--- src/rtl/vga_scan_controller_if.sv ---
// Scan-controller signal bundle.
//   EN    : scan enable, driven by the master
//   HCNT  : horizontal pixel counter (0..H_TOTAL-1)
//   VCNT  : vertical line counter (0..V_TOTAL-1)
//   HS/VS : active-low horizontal/vertical sync
//   VID   : active-video flag
//   BAR   : colour-bar index 0..7
//   FRAME : one-CLK pulse on the first pixel of each frame
//   PIXEN : pixel-advance strobe
// Modports: master drives EN and observes timing; slave is the controller.
interface vga_scan_controller_if;
  logic       EN;
  logic [9:0] HCNT;
  logic [9:0] VCNT;
  logic       HS;
  logic       VS;
  logic       VID;
  logic [2:0] BAR;
  logic       FRAME;
  logic       PIXEN;

  modport master (
    output EN,
    input  HCNT, VCNT, HS, VS, VID, BAR, FRAME, PIXEN
  );

  modport slave (
    input  EN,
    output HCNT, VCNT, HS, VS, VID, BAR, FRAME, PIXEN
  );
endinterface

--- src/rtl/vga_scan_controller.sv ---
// 640x480@60 scan-timing controller.
// Generates horizontal/vertical counters, active-low syncs, the active-video
// flag, a registered colour-bar index, a frame-start pulse and a pixel strobe.
// Ports:
//   CLK : system clock
//   RST : synchronous reset, active-high
//   bus : vga_scan_controller_if.slave (EN in; HCNT, VCNT, HS, VS, VID, BAR,
//         FRAME, PIXEN out). Every output is a flop.
// Configuration:
//   VGA_PIXEL_DIV2_EN defined   -> pixels advance every second CLK (PIXEN toggles)
//   VGA_PIXEL_DIV2_EN undefined -> pixels advance every RUN CLK
module vga_scan_controller #(
  parameter int unsigned H_TOTAL = 800,
  parameter int unsigned V_TOTAL = 525
) (
  input logic                         CLK,
  input logic                         RST,
  vga_scan_controller_if.slave        bus
);

  localparam logic [9:0] HLast     = 10'(H_TOTAL - 1);
  localparam logic [9:0] VLast     = 10'(V_TOTAL - 1);
  localparam logic [9:0] HSyncEnd  = 10'd96;
  localparam logic [9:0] HActStart = 10'd144;
  localparam logic [9:0] HActEnd   = 10'd784;
  localparam logic [9:0] VSyncEnd  = 10'd2;
  localparam logic [9:0] VActStart = 10'd35;
  localparam logic [9:0] VActEnd   = 10'd515;
  localparam logic [9:0] BarClear  = 10'd783;

  typedef enum logic [0:0] {StIdle, StRun} state_e;

  state_e     state_q, state_d;
  logic [9:0] hcnt_q, hcnt_d;
  logic [9:0] vcnt_q, vcnt_d;
  logic       hs_q, hs_d;
  logic       vs_q, vs_d;
  logic       vid_q, vid_d;
  logic [2:0] bar_q, bar_d;
  logic       frame_q, frame_d;
  logic       pixen_q, pixen_d;
  logic       adv;
  logic       run_d;

`ifdef VGA_PIXEL_DIV2_EN
  logic tog_q, tog_d;
`endif

  always_comb begin
    state_d = state_q;
    hcnt_d  = hcnt_q;
    vcnt_d  = vcnt_q;
    bar_d   = bar_q;
    frame_d = 1'b0;
    adv     = 1'b0;
`ifdef VGA_PIXEL_DIV2_EN
    tog_d   = 1'b0;
`endif

    unique case (state_q)
      StIdle: begin
        hcnt_d = '0;
        vcnt_d = '0;
        bar_d  = '0;
        if (bus.EN) begin
          state_d = StRun;
          frame_d = 1'b1;
        end
      end
      StRun: begin
        if (!bus.EN) begin
          // Immediate abort: back to idle values, no end-of-frame wait.
          state_d = StIdle;
          hcnt_d  = '0;
          vcnt_d  = '0;
          bar_d   = '0;
        end else begin
`ifdef VGA_PIXEL_DIV2_EN
          // Counters move on the second CLK of each pixel.
          tog_d = ~tog_q;
          adv   = tog_q;
`else
          adv   = 1'b1;
`endif
          if (adv) begin
            if (hcnt_q == HLast) begin
              hcnt_d = '0;
              if (vcnt_q == VLast) begin
                vcnt_d  = '0;
                frame_d = 1'b1;
              end else begin
                vcnt_d = vcnt_q + 10'd1;
              end
            end else begin
              hcnt_d = hcnt_q + 10'd1;
            end
            // Bar index steps one pixel ahead of each 80-pixel boundary.
            case (hcnt_q)
              10'd223, 10'd303, 10'd383, 10'd463,
              10'd543, 10'd623, 10'd703: bar_d = bar_q + 3'd1;
              BarClear:                  bar_d = '0;
              default:                   bar_d = bar_q;
            endcase
          end
        end
      end
      default: state_d = StIdle;
    endcase

    // Decodes are taken from next-state counts so the registered outputs
    // line up with the counter values of the same cycle.
    run_d = (state_d == StRun);
    hs_d  = !(run_d && (hcnt_d < HSyncEnd));
    vs_d  = !(run_d && (vcnt_d < VSyncEnd));
    vid_d = run_d && (hcnt_d >= HActStart) && (hcnt_d < HActEnd) &&
            (vcnt_d >= VActStart) && (vcnt_d < VActEnd);
`ifdef VGA_PIXEL_DIV2_EN
    pixen_d = tog_d;
`else
    pixen_d = run_d;
`endif
  end

  always_ff @(posedge CLK) begin
    if (RST) begin
      state_q <= StIdle;
      hcnt_q  <= '0;
      vcnt_q  <= '0;
      hs_q    <= 1'b1;
      vs_q    <= 1'b1;
      vid_q   <= 1'b0;
      bar_q   <= '0;
      frame_q <= 1'b0;
      pixen_q <= 1'b0;
`ifdef VGA_PIXEL_DIV2_EN
      tog_q   <= 1'b0;
`endif
    end else begin
      state_q <= state_d;
      hcnt_q  <= hcnt_d;
      vcnt_q  <= vcnt_d;
      hs_q    <= hs_d;
      vs_q    <= vs_d;
      vid_q   <= vid_d;
      bar_q   <= bar_d;
      frame_q <= frame_d;
      pixen_q <= pixen_d;
`ifdef VGA_PIXEL_DIV2_EN
      tog_q   <= tog_d;
`endif
    end
  end

  assign bus.HCNT  = hcnt_q;
  assign bus.VCNT  = vcnt_q;
  assign bus.HS    = hs_q;
  assign bus.VS    = vs_q;
  assign bus.VID   = vid_q;
  assign bus.BAR   = bar_q;
  assign bus.FRAME = frame_q;
  assign bus.PIXEN = pixen_q;

endmodule

--- src/flat_wrapper.sv ---
// flat-port wrapper written by rule: the top's interface ports become plain ports
module vga_scan_controller_flat 
#(
  parameter int unsigned H_TOTAL = 800,
  parameter int unsigned V_TOTAL = 525
)
  (CLK, RST, bus_EN, bus_HCNT, bus_VCNT, bus_HS, bus_VS, bus_VID, bus_BAR, bus_FRAME, bus_PIXEN);
  vga_scan_controller_if bus_i ();
  input logic CLK;
  input logic RST;
  input wire logic [$bits(bus_i.EN)-1:0] bus_EN;
  output wire logic [$bits(bus_i.HCNT)-1:0] bus_HCNT;
  output wire logic [$bits(bus_i.VCNT)-1:0] bus_VCNT;
  output wire logic [$bits(bus_i.HS)-1:0] bus_HS;
  output wire logic [$bits(bus_i.VS)-1:0] bus_VS;
  output wire logic [$bits(bus_i.VID)-1:0] bus_VID;
  output wire logic [$bits(bus_i.BAR)-1:0] bus_BAR;
  output wire logic [$bits(bus_i.FRAME)-1:0] bus_FRAME;
  output wire logic [$bits(bus_i.PIXEN)-1:0] bus_PIXEN;
  assign bus_i.EN = bus_EN;
  assign bus_HCNT = bus_i.HCNT;
  assign bus_VCNT = bus_i.VCNT;
  assign bus_HS = bus_i.HS;
  assign bus_VS = bus_i.VS;
  assign bus_VID = bus_i.VID;
  assign bus_BAR = bus_i.BAR;
  assign bus_FRAME = bus_i.FRAME;
  assign bus_PIXEN = bus_i.PIXEN;
  vga_scan_controller #(.H_TOTAL(H_TOTAL), .V_TOTAL(V_TOTAL)) u_core (.CLK(CLK), .RST(RST), .bus(bus_i));
endmodule
--- config.mk ---
export PLATFORM = sky130hd
export DESIGN_NAME = vga_scan_controller_flat
export DESIGN_NICKNAME = d
export VERILOG_FILES = /design/src/rtl/vga_scan_controller_if.sv /design/src/rtl/vga_scan_controller.sv /design/src/flat_wrapper.sv
export SDC_FILE = /design/constraint.sdc
export NUM_CORES = 1
export LEC_CHECK = 0
export CELL_PAD_IN_SITES_DETAIL_PLACEMENT = 0
export CELL_PAD_IN_SITES_GLOBAL_PLACEMENT = 2
export CORE_UTILIZATION = 28
export DETAILED_ROUTE_END_ITERATION = 16
export PLACE_DENSITY = 0.74
export SYNTH_ARGS = -nofsm -noshare
export SYNTH_HDL_FRONTEND = slang
export SYNTH_SLANG_ARGS = --single-unit
--- constraint.sdc ---
create_clock -name CLK -period 2.3 [get_ports CLK]
set_input_delay 0.46 -clock CLK [delete_from_list [all_inputs] [get_ports CLK]]
set_output_delay 0.46 -clock CLK [all_outputs]
set_load 0.01 [all_outputs]
# Yosys cells after proc, flatten, opt, wreduce, memory -nomap -nowiden
# Index checks and enable logic that the tools add are counted.
[word_totals]
wordCells = 53
input_bits = 3
out_inout_bits = 28
reg_bits = 28
[classes]
n_reduce_logical = 9
n_lt_le_gt_ge = 6
n_bitwise = 1
addsub = 3
eq_ne = 11
muxes = 15
[ops]
columns = ["op", "count"]
rows = [
  ["$eq 10x10->1 const B", 6],
  ["$mux 10", 5],
  ["$pmux 10 s2", 2],
  ["$eq 10x9->1 const B", 3],
  ["$add 10x1->10 const B", 2],
  ["$lt 10x10->1 const B", 2],
  ["$pmux 3 s2", 2],
  ["$eq 10x8->1 const B", 1],
  ["$ge 10x6->1 const B", 1],
  ["$ge 10x8->1 const B", 1],
  ["$lt 10x2->1 const B", 1],
  ["$lt 10x7->1 const B", 1],
  ["$reduce_or 7->1", 1],
  ["$logic_and 1x1->1", 6],
  ["$mux 1", 4],
  ["$ne 4x4->1 const B", 1],
  ["$add 3x1->3 const B", 1],
  ["$mux 3", 1],
  ["$logic_not 1->1", 2],
  ["$pmux 1 s2", 1],
  ["$not 1->1", 1],
]

# Depth between registers and ports, before layout
# Gate-level depths: netlist of the first run.
[logic_depth]
word_depth = 9
ltp_mapped = 8

# Least setup slack after synthesis of the first run
# OpenSTA, ideal clock, no wires.
[synth_path]
path_kind = "register to register"
startpoint = "register u_core.hcnt_q[0] (netlist: u_core.bus.HCNT[0])"
endpoint = "register u_core.vid_q (netlist: u_core.bus.VID)"
period_less_slack_ps = 2365
arrival_time_ps = 2277
stages_incl_launch_ff = 9
slack_ps = -65
setup_ps = 88
required_time_ps = 2212
path_cell_list = "dfxtp_1 > ha_1 > and4_2 > buf_2 > nand3_1 > nor2_1 > xor2_1 > or4_4 > a311oi_2"
[synth_via]
elab_chain_cells = 9
[synth_rtl]
columns = ["item", "line", "source"]
rows = [
  ["start, declared", "vga_scan_controller.sv:34", "logic [9:0] hcnt_q, hcnt_d;"],
  ["start signal, assigned", "vga_scan_controller.sv:140", "hcnt_q <= hcnt_d;"],
  ["$add 10x1->10 or $eq 10x10->1 (tied branches)", "vga_scan_controller.sv:95, vga_scan_controller.sv:86", ""],
  ["$mux 10", "vga_scan_controller.sv:86", "if (hcnt_q == HLast) begin"],
  ["$mux 10", "vga_scan_controller.sv:71", "if (!bus.EN) begin"],
  ["$pmux 10 s2", "vga_scan_controller.sv:60", "unique case (state_q)"],
  ["$ge 10x8->1", "vga_scan_controller.sv:115", "vid_d = run_d && (hcnt_d >= HActStart) && (hcnt_d < HActEnd) &&"],
  ["$logic_and 1x1->1 (3 in series)", "vga_scan_controller.sv:115", ""],
  ["$logic_and 1x1->1 (*)", "vga_scan_controller.sv:116", "(vcnt_d >= VActStart) && (vcnt_d < VActEnd);"],
  ["end signal, assigned", "vga_scan_controller.sv:144", "vid_q <= vid_d;"],
  ["end, declared", "vga_scan_controller.sv:38", "logic vid_q, vid_d;"],
]
# Every way passes the cells marked *; elsewhere a longest branch is shown, timed or not.
# A chain may end at the register's enable or synchronous reset.

# Final worst setup path of the first run
# Ends and elaborated chain as after synthesis.

==> reports/results.md, run 1 <==
| Result | This run | Unit |
|:---|:---|:---|
| Run status | finished, final reports clean | - |
| Number of cells produced by synthesis | 200 | - |
| Launch point of the worst path | u_core.bus.HCNT[0] | - |
| Antenna cells | 0 | - |
| Overall via count from detail_route | 1,574 | - |
| Ys flop type | dfxtp_1 | - |
| Pre-CTS setup slack | 0.0232 | ns |
| Unrepaired setup endpoints after global routing | no | - |
| Final net count | 261 | - |
| Max rail drop VDD | 0.219 | mV |
| Detailed-routing iteration count for the pre-antenna-repair pass | 4 | - |
| Critical path class | flip-flop to flip-flop | - |
| Total Neg Setup Slack | 0 | ns |
| Post-synthesis sequential element count | 28 | - |
| Total I/O pin count | 31 | - |
| Total gr overflow | 0 | - |
| Fraction of synthesized cell area taken by the top area cell type | 33.2 | % |
| Site Rows | 27 | - |
| Clock transition at the registers of the reported paths | 0.10 | ns |
| Mean Syn Cell Area | 8.43 | sq um |
| Count leader, synth | nor2_1 | - |
| Worst rel slew slack | 56.0 | % |
| Count of flip-flops with a built-in enable after synthesis | 0 | - |
| Synth area leader | dfxtp_1 | - |
| Worst setup SP type | flip-flop | - |
| Synth area leaders | dfxtp_1 (33%), nor2_1 (6.5%), xor2_1 (5.7%) | - |
| Clock latency on the worst-skew pair | 0.28 | ns |
| Share of synthesized area occupied by flip-flops and latches | 33.2 | % |
| Top cells by count, synth | nor2_1 (29), dfxtp_1 (28), nand2_1 (17) | - |
| Number of different library cells in the post-synthesis netlist | 50 | - |
| Initial cell density of the core | 29.9 | % |
| X dimension of the die | 79.6 | microns |
| Initial antenna violation count | 0 | - |
| Area inside the core boundary | 5640 | sq um |
| Drc violations | 0 | - |
| Synthesis-to-layout area growth | 37.0 | % |
| CP arrival | 2.42 | ns |
| Max Slew Vio Count | 0 | - |
| Worst slew pin tran | 0.655 | ns |
| Class of the tightest hold or removal check | flip-flop to flip-flop | - |
| Total global routing track utilization | 14.6 | % |
| First-pass GRT wire length | 7220 | microns |
| Number of CTS-inserted buffers | 3 | - |
| Post-synthesis instance area | 1690 | sq um |
| Critical Path RT | 2.50 | ns |
| Number of max-cap violations | 0 | - |
| Leakage power | 0.860 | nW |
| Post-detailed-route via-to-cell ratio | 4.84 | - |
| First DRT Iteration DRCs | 50 | - |
| WL final | 4300 | microns |
| Max H-tree Level | 1 | - |
| Clock group share of total power | 43.6 | % |
| Maximum number of buffers from clock root to sink | 2 | - |
| Worst reg2reg path startpoint | u_core.bus.HCNT[0] | - |
| Average wire per standard cell | 13.2 | microns |
| Clock tree from TritonCTS | built | - |
| Largest net degree at the start of global routing | 17 | - |
| Total power per unit cell area | 397 | nW/um^2 |
| Setup Viol. Count Final | 0 | - |
| Y dimension of the die | 79.6 | microns |
| Timing-limited maximum frequency | 0.451 | GHz |
| Critical-path maximum fanout | 5 | - |
| Min Tclk post-route | 2.22 | ns |
| Net switching power of the design | 0.181 | mW |
| Clk_skew | 0.00284 | ns |
| Overall die area | 6340 | sq um |
| Buffer count from post-CTS setup fixing | 0 | - |
| Min setup slack post-route | 0.0810 | ns |
| Portion of the clock cycle consumed by the worst path in the final layout | 96.5 | % |
| Cell internal power dissipation | 0.736 | mW |
| Number of buffers added on ports | 30 | - |
| Final Wtd Congestion | 0.825 | - |
| Min-delay src | u_core.state_q | - |
| Share of total power in sequential cells | 53.5 | % |
| Final HPWL DP | 3320 | microns |
| Crit path capture type | flip-flop | - |
| Routed Antenna Nets | 0 | - |
| Net Count, Synth | 207 | - |
| Fin. Hold Viols | 0 | - |
| Count of warnings emitted by yosys | 0 | - |
| Switching Fraction | 19.8 | % |
| Async set or reset register ratio after synthesis | 0 | % |
| Part of the power in combinational logic | 2.9 | % |
| Share of post-route cells with drive strength above 1 | 22.5 | % |
| Clock root buffer | clkbuf_8 | - |
| Clk sink count | 28 | - |
| Vias in the first global route | 1,506 | - |
cells by family after synthesis:
group           share of synthesized area, %
compound gates                          12.2
xor+xnor                                8.83
fa+ha+maj                               2.97
buf+inv                                 6.53
flops                                   33.2
mux                                     3.34
simple gates                            32.9
path summary, 6_finish.rpt:
path | end | slack [ns] | cells after the start
min | u_core.bus.VS | 0.51 | 2
max | u_core.bus.VID | 0.08 | 7
min reg2reg | u_core.bus.VS | 0.51 | 2
max reg2reg | u_core.bus.VID | 0.08 | 7
per-stage QoR:
step / power [mW] / util (%) / hold WS (ns) / cells / cell area [sq um]
finish: 0.917 / 41.0 / 0.514 / 325 / 2310
global route: 0.955 / 41.0 / 0.558 / 325 / 2310
CTS: 0.928 / 40.7 / 0.520 / 325 / 2290
detailed placement: 0.529 / 39.4 / 0.500 / 321 / 2220
global placement: 0.529 / 39.4 / 0.509 / 321 / 2220
floorplan: 0.512 / - / 0.456 / 200 / 1690
layout by cell type, fill, tap and decap left out, types with 2 or more instances in the layout:
master and instances:
nand3_1 7, nand4_1 9, a31oi_1 3, o21a_1 2, and3b_1 2, xnor2_1 6, xor2_1 11, o31ai_1 2
dfxtp_1 25, clkbuf_8 3, nor3_1 6, and3_1 6, nor4bb_1 2, inv_1 5, mux2i_1 3, nor2b_1 3
a21oi_1 7, o22ai_1 2, nand2_1 17, or2_2 2, and4_2 2, dfxtp_2 3, o21ai_0 3, ha_1 3
buf_4 30, nor2_1 28, or4_4 2, or3_1 2, clkdlybuf4s50_1 30
registers in the layout, indices dropped and copies added, names as in the netlist:
signal / count
u_core.bus.HCNT: 10
u_core.bus.VS: 1
u_core.state_q: 1
u_core.bus.BAR: 3
u_core.bus.VCNT: 10
u_core.bus.HS: 1
u_core.bus.FRAME: 1
u_core.bus.VID: 1
power groups by stage:
stage	sequential, mW	clock [mW]	combinational (mW)
2_1_floorplan	0.504	0	0.00747
3_3_place_gp	0.502	0	0.0269
3_5_place_dp	0.502	0	0.0269
4_1_cts	0.491	0.410	0.0269
5_1_grt	0.491	0.434	0.0288
6_report	0.491	0.400	0.0262
layer usage:
layer  track usage (%)  routed length (microns)  part of all wire (%)  vias up
met2              23.8                     2000                    47       36
li1                  -                        -                     -      819
met1              19.5                     2080                    48      715
met3              2.06                      181                   4.2        4
met4              4.91                       37                  0.86        0
met5                 0                        0                     0        -
worst max-delay path: stages, from the launching register on:
cell      delay, ns
dfxtp_2        0.34
ha_2           0.16
and4_2         0.28
and3_4         0.23
nand3_4        0.08
mux2_4         0.31
or4_4          0.51
a311oi_2       0.23
what timing repair did:
| action | 4_1_cts | 5_1_grt |
|---|---|---|
| setup endpoints to repair | 1 | 2 |
| resized for setup | 1 | 6 |
| hold buffers | 0 | 0 |
| hold endpoints to repair | 0 | 0 |
cell type report:
class	instances	area [sq um]
Clock buffer	3	41.3
Clock inverter	1	30.0
Fill cell	574	3330
Inverter	6	22.5
Multi-Input combinational cell	155	1040
Sequential cell	28	564
Tap cell	72	90.1
Timing Repair Buffer	60	526
Power figures use the tool's default switching activity.
==> inputs of run 2 (changes only) <==
--- a/config.mk
+++ b/config.mk
@@ -8,6 +8,7 @@
 export CELL_PAD_IN_SITES_DETAIL_PLACEMENT = 0
 export CELL_PAD_IN_SITES_GLOBAL_PLACEMENT = 2
 export CORE_UTILIZATION = 28
+export CTS_CLUSTER_DIAMETER = 40
 export DETAILED_ROUTE_END_ITERATION = 16
 export PLACE_DENSITY = 0.74
 export SYNTH_ARGS = -nofsm -noshare
==> results of run 2 <==
The final DEF is identical to that of run 1; final timing and power are the same.
